[src/rtl/display_pkg.sv]
`default_nettype none
// display_pkg: shared types and constants for the boot display path.
package display_pkg;

  localparam int LCD_WIDTH  = 480;
  localparam int LCD_HEIGHT = 272;
  localparam int PIX_ADDR_W = 17;

  typedef logic [23:0]           rgb888_t;
  typedef logic [PIX_ADDR_W-1:0] pix_addr_t;

  typedef enum logic [2:0] {
    ST_BOOT        = 3'd0,
    ST_LS_IDLE     = 3'd1,
    ST_LS_RENDER   = 3'd2,
    ST_MAIN_IDLE   = 3'd3,
    ST_MAIN_RENDER = 3'd4
  } seq_state_t;

  function automatic logic [7:0] sat_inc8(input logic [7:0] v);
    return (v == 8'hFF) ? v : v + 8'd1;
  endfunction

endpackage
`default_nettype wire

[src/rtl/frame_source_sequencer_if.sv]
`default_nettype none
// frame_source_sequencer_if: frame tick, pixel sources and framebuffer write port.
interface frame_source_sequencer_if;
  import display_pkg::*;

  logic      vsync_tick;
  logic      app_ready;
  logic      ls_bsy;
  logic      ls_valid;
  rgb888_t   ls_color;
  logic      main_valid;
  rgb888_t   main_color;
  logic      ls_new_frame;
  logic      main_new_frame;
  logic      fb_we;
  pix_addr_t fb_addr;
  rgb888_t   fb_data;
  logic      loading_active;
  logic      overrun;
  logic [7:0] skipped_frames;

  // master: the sequencer itself
  modport master (
    input  vsync_tick, app_ready, ls_bsy, ls_valid, ls_color, main_valid, main_color,
    output ls_new_frame, main_new_frame, fb_we, fb_addr, fb_data,
           loading_active, overrun, skipped_frames
  );

  // slave: the surrounding timing block, pixel sources and framebuffer
  modport slave (
    output vsync_tick, app_ready, ls_bsy, ls_valid, ls_color, main_valid, main_color,
    input  ls_new_frame, main_new_frame, fb_we, fb_addr, fb_data,
           loading_active, overrun, skipped_frames
  );

endinterface
`default_nettype wire

[src/rtl/frame_source_sequencer_fb_write_mux.sv]
`default_nettype none
// fb_write_mux: selects the active pixel source, counts pixels into the
// framebuffer and flags pixels that arrive once the frame is already full.
module fb_write_mux
  import display_pkg::*;
#(
  parameter int NPIX = LCD_WIDTH * LCD_HEIGHT
) (
  input  logic      clk_12,
  input  logic      rst,
  input  logic      write_en,
  input  logic      sel_main,
  input  logic      frame_start,
  input  logic      ls_valid,
  input  rgb888_t   ls_color,
  input  logic      main_valid,
  input  rgb888_t   main_color,
  output logic      fb_we,
  output pix_addr_t fb_addr,
  output rgb888_t   fb_data,
  output logic      overrun,
  output logic      frame_done
);

  localparam pix_addr_t FULL = pix_addr_t'(NPIX);
  localparam pix_addr_t LAST = pix_addr_t'(NPIX - 1);

  pix_addr_t pix_cnt;
  logic      src_valid;
  rgb888_t   src_color;
  logic      full;
  logic      accept;

  always_comb begin
    src_valid  = sel_main ? main_valid : ls_valid;
    src_color  = sel_main ? main_color : ls_color;
    full       = (pix_cnt == FULL);
    accept     = write_en && src_valid && !full;
    frame_done = accept && (pix_cnt == LAST);
  end

  // pix_cnt parks at NPIX after a frame so late pixels can be flagged,
  // and is cleared by the next frame start.
  always_ff @(posedge clk_12 or negedge rst) begin
    if (!rst) begin
      pix_cnt <= '0;
      fb_we   <= 1'b0;
      fb_addr <= '0;
      fb_data <= '0;
      overrun <= 1'b0;
    end else begin
      fb_we <= accept;
      if (accept) begin
        fb_addr <= pix_cnt;
        fb_data <= src_color;
        pix_cnt <= pix_cnt + pix_addr_t'(1);
      end else if (frame_start) begin
        pix_cnt <= '0;
      end
      if (src_valid && full) begin
        overrun <= 1'b1;
      end
    end
  end

endmodule
`default_nettype wire

[src/rtl/frame_source_sequencer.sv]
`default_nettype none
// frame_source_sequencer: shows loading-screen frames after boot, then hands
// the framebuffer write port permanently to the main renderer.
module frame_source_sequencer
  import display_pkg::*;
#(
  parameter int WIDTH         = LCD_WIDTH,
  parameter int HEIGHT        = LCD_HEIGHT,
  parameter int MIN_LS_FRAMES = 60
) (
  input  logic                     clk_12,
  input  logic                     rst,
  frame_source_sequencer_if.master bus
);

  localparam int NPIX = WIDTH * HEIGHT;

  seq_state_t state;
  logic [7:0] ls_frames;
  logic       render_en;
  logic       sel_main;
  logic       frame_start;
  logic       frame_done;
  logic       handoff_ok;

  always_comb begin
    render_en   = (state == ST_LS_RENDER) || (state == ST_MAIN_RENDER);
    sel_main    = (state == ST_MAIN_IDLE) || (state == ST_MAIN_RENDER);
    handoff_ok  = (ls_frames >= 8'(MIN_LS_FRAMES)) && bus.app_ready;
    frame_start = bus.vsync_tick &&
                  (((state == ST_LS_IDLE) && !bus.ls_bsy) || (state == ST_MAIN_IDLE));
  end

  fb_write_mux #(
    .NPIX (NPIX)
  ) u_fb_write_mux (
    .clk_12      (clk_12),
    .rst         (rst),
    .write_en    (render_en),
    .sel_main    (sel_main),
    .frame_start (frame_start),
    .ls_valid    (bus.ls_valid),
    .ls_color    (bus.ls_color),
    .main_valid  (bus.main_valid),
    .main_color  (bus.main_color),
    .fb_we       (bus.fb_we),
    .fb_addr     (bus.fb_addr),
    .fb_data     (bus.fb_data),
    .overrun     (bus.overrun),
    .frame_done  (frame_done)
  );

  always_ff @(posedge clk_12 or negedge rst) begin
    if (!rst) begin
      state              <= ST_BOOT;
      ls_frames          <= 8'd0;
      bus.ls_new_frame   <= 1'b0;
      bus.main_new_frame <= 1'b0;
      bus.loading_active <= 1'b1;
      bus.skipped_frames <= 8'd0;
    end else begin
      bus.ls_new_frame   <= 1'b0;
      bus.main_new_frame <= 1'b0;
      case (state)
        ST_BOOT: begin
          if (!bus.ls_bsy) state <= ST_LS_IDLE;
        end
        ST_LS_IDLE: begin
          if (bus.vsync_tick) begin
            if (bus.ls_bsy) begin
              bus.skipped_frames <= sat_inc8(bus.skipped_frames);
            end else if (handoff_ok) begin
              bus.main_new_frame <= 1'b1;
              bus.loading_active <= 1'b0;
              state              <= ST_MAIN_RENDER;
            end else begin
              bus.ls_new_frame <= 1'b1;
              state            <= ST_LS_RENDER;
            end
          end
        end
        ST_LS_RENDER: begin
          // A tick coinciding with the final pixel is skipped, not queued.
          if (bus.vsync_tick) bus.skipped_frames <= sat_inc8(bus.skipped_frames);
          if (frame_done) begin
            ls_frames <= sat_inc8(ls_frames);
            state     <= ST_LS_IDLE;
          end
        end
        ST_MAIN_IDLE: begin
          if (bus.vsync_tick) begin
            bus.main_new_frame <= 1'b1;
            state              <= ST_MAIN_RENDER;
          end
        end
        ST_MAIN_RENDER: begin
          if (bus.vsync_tick) bus.skipped_frames <= sat_inc8(bus.skipped_frames);
          if (frame_done) state <= ST_MAIN_IDLE;
        end
        default: state <= ST_BOOT;
      endcase
    end
  end

endmodule
`default_nettype wire
[src/flat_wrapper.sv]
// flat-port wrapper written by rule: the top's interface ports become plain ports
module frame_source_sequencer_flat import display_pkg::*;
#(
  parameter int WIDTH         = LCD_WIDTH,
  parameter int HEIGHT        = LCD_HEIGHT,
  parameter int MIN_LS_FRAMES = 60
)
  (clk_12, rst, bus_vsync_tick, bus_app_ready, bus_ls_bsy, bus_ls_valid, bus_ls_color, bus_main_valid, bus_main_color, bus_ls_new_frame, bus_main_new_frame, bus_fb_we, bus_fb_addr, bus_fb_data, bus_loading_active, bus_overrun, bus_skipped_frames);
  frame_source_sequencer_if bus_i ();
  input  logic clk_12;
  input  logic rst;
  input wire logic [$bits(bus_i.vsync_tick)-1:0] bus_vsync_tick;
  input wire logic [$bits(bus_i.app_ready)-1:0] bus_app_ready;
  input wire logic [$bits(bus_i.ls_bsy)-1:0] bus_ls_bsy;
  input wire logic [$bits(bus_i.ls_valid)-1:0] bus_ls_valid;
  input wire logic [$bits(bus_i.ls_color)-1:0] bus_ls_color;
  input wire logic [$bits(bus_i.main_valid)-1:0] bus_main_valid;
  input wire logic [$bits(bus_i.main_color)-1:0] bus_main_color;
  output wire logic [$bits(bus_i.ls_new_frame)-1:0] bus_ls_new_frame;
  output wire logic [$bits(bus_i.main_new_frame)-1:0] bus_main_new_frame;
  output wire logic [$bits(bus_i.fb_we)-1:0] bus_fb_we;
  output wire logic [$bits(bus_i.fb_addr)-1:0] bus_fb_addr;
  output wire logic [$bits(bus_i.fb_data)-1:0] bus_fb_data;
  output wire logic [$bits(bus_i.loading_active)-1:0] bus_loading_active;
  output wire logic [$bits(bus_i.overrun)-1:0] bus_overrun;
  output wire logic [$bits(bus_i.skipped_frames)-1:0] bus_skipped_frames;
  assign bus_i.vsync_tick = bus_vsync_tick;
  assign bus_i.app_ready = bus_app_ready;
  assign bus_i.ls_bsy = bus_ls_bsy;
  assign bus_i.ls_valid = bus_ls_valid;
  assign bus_i.ls_color = bus_ls_color;
  assign bus_i.main_valid = bus_main_valid;
  assign bus_i.main_color = bus_main_color;
  assign bus_ls_new_frame = bus_i.ls_new_frame;
  assign bus_main_new_frame = bus_i.main_new_frame;
  assign bus_fb_we = bus_i.fb_we;
  assign bus_fb_addr = bus_i.fb_addr;
  assign bus_fb_data = bus_i.fb_data;
  assign bus_loading_active = bus_i.loading_active;
  assign bus_overrun = bus_i.overrun;
  assign bus_skipped_frames = bus_i.skipped_frames;
  frame_source_sequencer #(.WIDTH(WIDTH), .HEIGHT(HEIGHT), .MIN_LS_FRAMES(MIN_LS_FRAMES)) u_core (.clk_12(clk_12), .rst(rst), .bus(bus_i));
endmodule
[config.mk]
export PLATFORM = sky130hd
export DESIGN_NAME = frame_source_sequencer_flat
export DESIGN_NICKNAME = d
export VERILOG_FILES = /design/src/rtl/display_pkg.sv /design/src/rtl/frame_source_sequencer_if.sv /design/src/rtl/frame_source_sequencer_fb_write_mux.sv /design/src/rtl/frame_source_sequencer.sv /design/src/flat_wrapper.sv
export SDC_FILE = /design/constraint.sdc
export NUM_CORES = 1
export LEC_CHECK = 0
export ABC_AREA = 1
export CELL_PAD_IN_SITES_DETAIL_PLACEMENT = 0
export CELL_PAD_IN_SITES_GLOBAL_PLACEMENT = 1
export CORE_UTILIZATION = 40
export DETAILED_ROUTE_END_ITERATION = 7
export GPL_ROUTABILITY_DRIVEN = 0
export GPL_TIMING_DRIVEN = 0
export HOLD_SLACK_MARGIN = 0.08
export PLACE_DENSITY_LB_ADDON = 0.15
export SLEW_MARGIN = 15
export SYNTH_ARGS = -nofsm -noshare
export SYNTH_HDL_FRONTEND = slang
export SYNTH_SLANG_ARGS = --single-unit
[constraint.sdc]
create_clock -name clk_12 -period 2.91 [get_ports clk_12]
set_input_delay 0.873 -clock clk_12 [delete_from_list [all_inputs] [get_ports clk_12]]
set_output_delay 0.873 -clock clk_12 [all_outputs]
set_load 0.05 [all_outputs]
==> impl_metrics.env, run 1 <==
export IMPL_slew_viol_final=0
export IMPL_synth_edf_count=0
export IMPL_slowest_delay_ns=0.81
export IMPL_fin_crit_ns=2.58
export IMPL_cp_required_ns=2.04
export IMPL_cellInternalPower_uw=3250
export IMPL_die_area_mm2=0.0113
export IMPL_worst_pin_slew_ns=0.663
export IMPL_root_buffer="clkbuf_8"
export IMPL_worstHoldStart="u_core.bus.loading_active$_DFFE_PN1P_"
export IMPL_synth_area_per_cell_um2=8.94
export IMPL_grt_first_pass_wirelength_mm=17.9
export IMPL_finClkSkew_ns=0.0110
export IMPL_die_h_um=106
export IMPL_io_buffer_count=108
export IMPL_avgRoutedWirePerCell_um=14.5
export IMPL_pwr_share_clk=0.143
export IMPL_muxShareOfSynthArea=0
export IMPL_reg2reg_depth=7
export IMPL_power_share_combinational=0.565
export IMPL_drive_gt1_frac=0.141
export IMPL_io_pins=109
export IMPL_core_mm2=0.0104
export IMPL_drc=0
export IMPL_synth_compound_gate_area_share=0.161
export IMPL_cts_setup_buffers=0
export IMPL_hold_depth=2
export IMPL_cts_tree="yes"
export IMPL_cts_resized=0
export IMPL_powerDensity_mw_per_mm2=1080
export IMPL_finalNetCount=666
export IMPL_rows=37
export IMPL_synth_top_family_by_area="simple AND/OR/NAND/NOR gates"
export IMPL_num_vias=3761
export IMPL_ys_flop_type="dfrtp_1"
export IMPL_p_sw_frac=0.482
export IMPL_r2r_start="u_core.ls_frames[0]$_DFFE_PN0P_"
export IMPL_synthXorXnorAreaFrac=0.0423
export IMPL_vias_per_cell=5.03
export IMPL_cts_max_level=3
export IMPL_holdBufCountCts=0
export IMPL_path_buf_inv=1
export IMPL_synth_top_area_frac=0.466
export IMPL_grt_pass1_vias=3662
export IMPL_cpMaxStageDelayCell="clkdlybuf4s50_1"
export IMPL_status="finished, final reports clean"
export IMPL_syn_nets=546
export IMPL_start_util=0.417
export IMPL_finalSetupViolCount=0
export IMPL_insertion_delay_ns=0.36
export IMPL_cts_sinks=82
export IMPL_yosysSeqAreaShare=0.473
export IMPL_path_cells="clkdlybuf4s50_1"
export IMPL_overflow=0
export IMPL_fin_area_mm2=0.00583
export IMPL_cts_buffers=9
export IMPL_placed_area_mm2=0.00562
export IMPL_antenna_found_initial=0
export IMPL_ys_warn_count=0
export IMPL_drtAntennaViolNets=0
export IMPL_power_uw=6270
export IMPL_netlist_area_mm2=0.00435
export IMPL_path_clk_slew_ns=0.09
export IMPL_min_period_over_period=0.885
export IMPL_syn_inst=486
export IMPL_syn_to_final_growth_pct=34.1
export IMPL_finalSetupTns_ns=0
export IMPL_routed_wirelength_mm=10.8
export IMPL_criticalPathCategory="register to output pin"
export IMPL_reg2reg_to="u_core.ls_frames[4]$_DFFE_PN0P_"
export IMPL_drtIter0Drc=190
export IMPL_rsz0062_at_grt="false"
export IMPL_grt_max_degree=44
export IMPL_synth_area_leader_cell="dfrtp_1"
export IMPL_p_sw_uw=3020
export IMPL_grt_usage=0.201
export IMPL_end_kind="output pin"
export IMPL_synth_distinct_cells=36
export IMPL_crit_family="buffers and inverters"
export IMPL_arrival_ns=1.70
export IMPL_drv_cap=0
export IMPL_place_inst=731
export IMPL_yosysMostFrequentCell="nand2_1"
export IMPL_die_w_um=106
export IMPL_ys_seq_elements=82
export IMPL_finalHoldViolations=0
export IMPL_async_reset_ff_frac=1.00
export IMPL_synth_simple_area_share=0.237
export IMPL_min_to="u_core.bus.loading_active$_DFFE_PN1P_"
export IMPL_synth_adder_area_share=0.0144
export IMPL_vdd_ir_drop_max_mv=0.503
export IMPL_seq_power_share=0.292
export IMPL_ff2ff_setup_slack_ns=0.97
export IMPL_drt_pass1_iter_count=4
export IMPL_max_freq_mhz=388
export IMPL_cts_buffer_depth=2
export IMPL_hpwl_mm=7.80
export IMPL_slew_headroom=0.556
export IMPL_total_leakage_power_uw=0.00254
export IMPL_start_kind="register"
export IMPL_antenna_cells=0
export IMPL_synth_common_cells="nand2_1 (112), dfrtp_1 (81), nor2_1 (40)"
export IMPL_path_max_fanout=2
export IMPL_hold_class="register to register"
export IMPL_ys_top_cells_by_area="dfrtp_1 (47%), nand2_1 (9.7%), o31ai_2 (6.9%)"
export IMPL_stdcell_count=747
state kept, by name, indices dropped and copies added, names as in the netlist, 3 cells and up:
signal	cells
u_core.u_fb_write_mux.pix_cnt	17
u_core.ls_frames	8
u_core.u_fb_write_mux.fb_addr	17
u_core.bus.skipped_frames	8
u_core.u_fb_write_mux.fb_data	24
u_core.state	3
power groups by stage:
stage / clock (uW) / combinational [uW] / sequential [uW]
after floorplan: 0 / 1550 / 2770
after global placement: 0 / 3520 / 1840
after detailed placement: 0 / 3570 / 1850
after CTS: 917 / 3580 / 1830
after global routing: 969 / 3800 / 1890
final: 895 / 3540 / 1830
per-stage QoR:
stage / util / hold WS [ns] / worst slack, ns
6_report: 0.559 / 0.455 / 0.334
3_3_place_gp: 0.537 / 0.444 / -2.14
4_1_cts: 0.559 / 0.459 / 0.308
3_5_place_dp: 0.540 / 0.444 / 0.414
2_1_floorplan: - / 0.485 / 1.10
5_1_grt: 0.559 / 0.494 / 0.283
routing by layer:
metal  wire length [um]  track usage  vias to the layer above
met5                  0            0                        -
met4                195       0.0794                        0
met3                430       0.0368                       15
met2               5160        0.324                       83
met1               5030        0.266                     1807
li1                   -            -                     1856
final cells by class:
cell class                      count  area (um^2)
Tap cell                          136          170
Inverter                           40          153
Clock inverter                      3         65.1
Timing Repair Buffer              109         1110
Clock buffer                       13          139
Multi-Input combinational cell    343         1980
Sequential cell                    82         2050
Buffer                             21          163
Fill cell                         989         4590
worst max-delay path by stage:
stage | from | end | slack (ns) | cells past startpoint
6_report | u_core.bus.loading_active$_DFFE_PN1P_ | bus_loading_active | 0.33 | 1
5_1_grt | u_core.bus.loading_active$_DFFE_PN1P_ | bus_loading_active | 0.28 | 1
3_3_place_gp | rst | u_core.u_fb_write_mux.fb_data[10]$_DFFE_PN0P_ | -2.14 | 1
4_1_cts | u_core.bus.loading_active$_DFFE_PN1P_ | bus_loading_active | 0.31 | 1
3_5_place_dp | bus_ls_bsy | u_core.bus.skipped_frames[0]$_DFFE_PN0P_ | 0.41 | 7
2_1_floorplan | bus_ls_valid | u_core.u_fb_write_mux.pix_cnt[13]$_DFFE_PN0P_ | 1.10 | 10
worst reg2reg max path, delay by kind of cell (launching register included):
kind,cells,cell delay (ns)
simple gates,6,1.18
fa+ha+maj,1,0.26
flops,1,0.41
kinds of logic after synthesis:
family / count (synthesis)
compound gates: 91
xor+xnor: 21
fa+ha+maj: 5
buf+inv: 61
flops: 82
simple gates: 226
cell usage in the layout, fill, tap and decap left out, types with 9 or more instances in the layout:
cell             netlist  layout
nand2_1              112     112
clkdlybuf4s50_1        0     107
dfrtp_1               81      81
nor2_1                40      40
inv_1                 34      34
nand3_1               32      32
o21ai_0               27      27
a21oi_1               26      26
o31ai_2               24      24
xor2_1                13      13
nand4_1               12      12
nor3_1                10      10
clkbuf_1               6      10
clkbuf_8               0       9
Power figures use the tool's default switching activity.
==> inputs of run 2 (changes only) <==
--- a/config.mk
+++ b/config.mk
@@ -14,7 +14,8 @@
 export GPL_TIMING_DRIVEN = 0
 export HOLD_SLACK_MARGIN = 0.08
 export PLACE_DENSITY_LB_ADDON = 0.15
-export SLEW_MARGIN = 15
+export SETUP_SLACK_MARGIN = 0.02
+export SLEW_MARGIN = 40
 export SYNTH_ARGS = -nofsm -noshare
 export SYNTH_HDL_FRONTEND = slang
 export SYNTH_SLANG_ARGS = --single-unit
==> impl_metrics.env, run 2 (synthesized netlist as in run 1, its figures left out) <==
export IMPL_status="finished, final reports clean"
export IMPL_start_util=0.417
export IMPL_drtIter0Drc=187
export IMPL_antenna_cells=0
export IMPL_cts_max_level=3
export IMPL_drtAntennaViolNets=0
export IMPL_cellInternalPower_uw=3250
export IMPL_core_mm2=0.0104
export IMPL_layout_commonest_cell="nand2_1"
export IMPL_p_sw_uw=3020
export IMPL_holdBufCountCts=0
export IMPL_hpwl_mm=7.81
export IMPL_finClkSkew_ns=0.0124
export IMPL_drv_cap=0
export IMPL_power_uw=6270
export IMPL_rsz0062_at_grt="false"
export IMPL_syn_to_final_growth_pct=34.1
export IMPL_insertion_delay_ns=0.36
export IMPL_grt_max_degree=44
export IMPL_finalHoldViolations=0
export IMPL_path_clk_slew_ns=0.09
export IMPL_crit_family="buffers and inverters"
export IMPL_avgRoutedWirePerCell_um=14.5
export IMPL_top_usage_layer="met2"
export IMPL_antenna_found_initial=0
export IMPL_drt_pass1_iter_count=4
export IMPL_start_kind="register"
export IMPL_cpMaxStageDelayCell="clkdlybuf4s50_1"
export IMPL_reg_largest_list="u_core.u_fb_write_mux.fb_data x24, u_core.u_fb_write_mux.fb_addr x17, u_core.u_fb_write_mux.pix_cnt x17"
export IMPL_hold_class="input pin to async pin"
export IMPL_slew_viol_final=0
export IMPL_hold_ws_ns=0.415
export IMPL_cp_required_ns=2.04
export IMPL_worst_pin_slew_ns=0.671
export IMPL_arrival_ns=1.70
export IMPL_cts_tree="yes"
export IMPL_root_buffer="clkbuf_8"
export IMPL_die_w_um=106
export IMPL_final_cell_mix="nand2_1 (112), clkdlybuf4s50_1 (107), dfrtp_1 (81)"
export IMPL_routed_wirelength_mm=10.8
export IMPL_use_met1=0.266
export IMPL_vdd_ir_drop_max_mv=0.503
export IMPL_rows=37
export IMPL_min_period_over_period=0.886
export IMPL_seq_power_share=0.292
export IMPL_grt_first_pass_wirelength_mm=17.8
export IMPL_grt_usage=0.200
export IMPL_io_buffer_count=108
export IMPL_slew_headroom=0.551
export IMPL_finalSetupViolCount=0
export IMPL_cts_resized=0
export IMPL_finalSetupTns_ns=0
export IMPL_power_share_combinational=0.565
export IMPL_vias_per_cell=5.00
export IMPL_cts_buffer_depth=2
export IMPL_powerDensity_mw_per_mm2=1080
export IMPL_drive_gt1_frac=0.141
export IMPL_io_pins=109
export IMPL_cts_setup_buffers=0
export IMPL_slowest_delay_ns=0.81
export IMPL_fin_crit_ns=2.58
export IMPL_drc=0
export IMPL_grt_pass1_vias=3647
export IMPL_cts_sinks=82
export IMPL_use_met3=0.0374
export IMPL_p_sw_frac=0.482
export IMPL_num_vias=3733
export IMPL_finalNetCount=666
export IMPL_use_met2=0.322
export IMPL_path_cells="clkdlybuf4s50_1"
export IMPL_path_buf_inv=1
export IMPL_largest_reg_flops=24
export IMPL_end_kind="output pin"
export IMPL_cts_buffers=9
export IMPL_top_register="u_core.u_fb_write_mux.fb_data"
export IMPL_total_leakage_power_uw=0.00254
export IMPL_die_h_um=106
export IMPL_pwr_share_clk=0.143
export IMPL_path_max_fanout=2
export IMPL_overflow=0
export IMPL_die_area_mm2=0.0113
export IMPL_final_util=0.560
export IMPL_criticalPathCategory="register to output pin"
export IMPL_max_freq_mhz=388
[run 2: layout make-up]
| cell class | instances | area [um^2] |
|---|---|---|
| sequential | 82 | 2050 |
| timing repair buffer | 109 | 1110 |
| inverter | 40 | 153 |
| clock inverter | 3 | 65.1 |
| fill | 986 | 4590 |
| multi-input combinational | 343 | 1980 |
| buffer | 21 | 163 |
| clock buffer | 13 | 139 |
| tap | 136 | 170 |
[run 2: final timing paths]
check,from,to,slack [ns],depth (start not counted)
max,u_core.bus.loading_active$_DFFE_PN1P_,bus_loading_active,0.33,1
min,rst,u_core.u_fb_write_mux.fb_addr[6]$_DFFE_PN0P_,0.41,1
max reg2reg,u_core.ls_frames[0]$_DFFE_PN0P_,u_core.ls_frames[4]$_DFFE_PN0P_,0.96,7
min reg2reg,u_core.bus.loading_active$_DFFE_PN1P_,u_core.bus.loading_active$_DFFE_PN1P_,0.45,2
max in group asynchronous,rst,u_core.bus.loading_active$_DFFE_PN1P_,1.90,2
min in group clk_12,u_core.bus.loading_active$_DFFE_PN1P_,u_core.bus.loading_active$_DFFE_PN1P_,0.45,2
[run 2: power groups by stage]
| stage | logic, uW | clock network [uW] | registers (uW) |
|---|---|---|---|
| after global routing | 3800 | 968 | 1890 |
| after CTS | 3580 | 916 | 1830 |
| after global placement | 3520 | 0 | 1840 |
| after detailed placement | 3570 | 0 | 1850 |
| after floorplan | 1550 | 0 | 2770 |
| final | 3540 | 896 | 1830 |
[run 2: metal layers]
metal / wire (um) / up-vias
met3: 423 / 16
met5: 0 / -
li1: - / 1858
met2: 5150 / 75
met1: 5040 / 1784
met4: 201 / 0
[run 2: metrics by stage]
step	instances	instance area, um^2	worst slack, ns
after floorplan	486	4350	1.10
final	747	5830	0.332
after global placement	730	5600	-2.14
after CTS	747	5830	0.308
after detailed placement	731	5630	0.411
after global routing	747	5830	0.283
==> inputs of run 3 (changes only) <==
--- a/config.mk
+++ b/config.mk
@@ -8,6 +8,7 @@
 export ABC_AREA = 1
 export CELL_PAD_IN_SITES_DETAIL_PLACEMENT = 0
 export CELL_PAD_IN_SITES_GLOBAL_PLACEMENT = 1
+export CORE_MARGIN = 5
 export CORE_UTILIZATION = 40
 export DETAILED_ROUTE_END_ITERATION = 7
 export GPL_ROUTABILITY_DRIVEN = 0
==> impl_metrics.env, run 3 (synthesized netlist as in run 1, its figures left out) <==
export IMPL_status="finished, final reports clean"
export IMPL_arrival_ns=1.70
export IMPL_finalSetupViolCount=0
export IMPL_die_h_um=114
export IMPL_cts_max_level=3
export IMPL_root_buffer="clkbuf_8"
export IMPL_drive_gt1_frac=0.147
export IMPL_drv_cap=0
export IMPL_fin_area_mm2=0.00587
export IMPL_rsz0062_at_grt="false"
export IMPL_final_util=0.546
export IMPL_grt_first_pass_wirelength_mm=18.9
export IMPL_powerDensity_mw_per_mm2=1080
export IMPL_drtIter0Drc=230
export IMPL_hold_class="input pin to async pin"
export IMPL_cts_tree="yes"
export IMPL_cpMaxStageDelayCell="clkdlybuf4s50_1"
export IMPL_max_freq_mhz=389
export IMPL_setup_ws_ns=0.339
export IMPL_antenna_found_initial=0
export IMPL_die_area_mm2=0.0130
export IMPL_path_buf_inv=1
export IMPL_finalHoldViolations=0
export IMPL_slowest_delay_ns=0.81
export IMPL_hpwl_mm=8.30
export IMPL_grt_pass1_vias=3896
export IMPL_path_cells="clkdlybuf4s50_1"
export IMPL_finalNetCount=666
export IMPL_vias_per_cell=5.06
export IMPL_cts_resized=0
export IMPL_die_w_um=114
export IMPL_drt_pass1_iter_count=4
export IMPL_num_vias=3799
export IMPL_stdcell_count=751
export IMPL_final_cell_mix="nand2_1 (112), clkdlybuf4s50_1 (107), dfrtp_1 (81)"
export IMPL_total_leakage_power_uw=0.00256
export IMPL_cts_buffers=9
export IMPL_end_kind="output pin"
export IMPL_io_buffer_count=108
export IMPL_overflow=0
export IMPL_cts_buffer_depth=2
export IMPL_path_max_fanout=2
export IMPL_cts_sinks=82
export IMPL_criticalPathCategory="register to output pin"
export IMPL_slew_headroom=0.557
export IMPL_pre_cts_ws_ns=0.409
export IMPL_vdd_ir_drop_max_mv=0.405
export IMPL_worst_pin_slew_ns=0.662
export IMPL_crit_family="buffers and inverters"
export IMPL_routed_wirelength_mm=11.1
export IMPL_rows=38
export IMPL_insertion_delay_ns=0.36
export IMPL_core_mm2=0.0107
export IMPL_path_clk_slew_ns=0.08
export IMPL_drtAntennaViolNets=0
export IMPL_finClkSkew_ns=0.0107
export IMPL_start_util=0.404
export IMPL_holdBufCountCts=0
export IMPL_grt_usage=0.180
export IMPL_finalSetupTns_ns=0
export IMPL_place_inst=735
export IMPL_reg_largest_list="u_core.u_fb_write_mux.fb_data x24, u_core.u_fb_write_mux.fb_addr x17, u_core.u_fb_write_mux.pix_cnt x17"
export IMPL_drc=0
export IMPL_largest_reg_flops=24
export IMPL_avgRoutedWirePerCell_um=14.8
export IMPL_syn_to_final_growth_pct=35.0
export IMPL_slew_viol_final=0
export IMPL_placed_area_mm2=0.00563
export IMPL_start_kind="register"
export IMPL_fin_crit_ns=2.57
export IMPL_layout_commonest_cell="nand2_1"
export IMPL_cts_setup_buffers=0
export IMPL_min_period_over_period=0.884
export IMPL_antenna_cells=0
export IMPL_grt_max_degree=47
export IMPL_cp_required_ns=2.04
export IMPL_top_register="u_core.u_fb_write_mux.fb_data"
export IMPL_io_pins=109
## run 3: changes by cell type in the layout (fill, tap and decap cells not counted)
| cell | previous run | this run |
|---|---|---|
| clkbuf_8 | 9 | 12 |
| clkbuf_1 | 10 | 6 |
| clkinvlp_4 | 0 | 1 |
## run 3: per-layer routing
metal | share of wire | GRT usage | vias up | wire [um]
met3 | 0.053 | 0.0433 | 23 | 590
met4 | 0.028 | 0.0736 | 0 | 312
met1 | 0.44 | 0.234 | 1818 | 4900
met5 | 0 | 0 | - | 0
li1 | - | - | 1859 | -
met2 | 0.48 | 0.287 | 99 | 5350
## run 3: worst reg2reg max path: stages, from the launching register on
cell	delay, ns
dfrtp_1	0.41
ha_1	0.25
nand2_1	0.11
nor3_1	0.05
nor2_1	0.51
nand3_2	0.28
nand2_1	0.13
nand2_1	0.05
## run 3: where the power goes
group          total, uW  switching [uW]  leakage [uW]  internal (uW)
Sequential          1830             282       0.00108           1550
Combinational       3540            2320       0.00136           1220
Clock                979             427      0.000119            552
## run 3: path summary, 6_finish.rpt
kind / slack (ns) / cells after the start / to / from
setup / recovery: 0.34 / 1 / bus_loading_active / u_core.bus.loading_active$_DFFE_PN1P_
hold / removal: 0.40 / 1 / u_core.u_fb_write_mux.fb_addr[4]$_DFFE_PN0P_ / rst
setup reg to reg: 1.01 / 7 / u_core.ls_frames[5]$_DFFE_PN0P_ / u_core.ls_frames[0]$_DFFE_PN0P_
hold reg to reg: 0.46 / 2 / u_core.bus.loading_active$_DFFE_PN1P_ / u_core.bus.loading_active$_DFFE_PN1P_
max in group asynchronous: 1.90 / 2 / u_core.bus.loading_active$_DFFE_PN1P_ / rst
min in group clk_12: 0.46 / 2 / u_core.bus.loading_active$_DFFE_PN1P_ / u_core.bus.loading_active$_DFFE_PN1P_
## run 3: area by class of cell
cell class                      count  area, um^2
Timing Repair Buffer              109        1110
Fill cell                        1013        4880
Clock buffer                       12         165
Clock inverter                      4        72.6
Buffer                             21         163
Sequential cell                    82        2050
Tap cell                          140         175
Multi-Input combinational cell    343        1980
Inverter                           40         153
## run 3: per-stage QoR
stage	hold slack [ns]	total power, uW
after floorplan	0.485	4320
after global placement	0.443	5380
after detailed placement	0.454	5430
after CTS	0.404	6420
after global routing	0.421	6770
final	0.405	6350
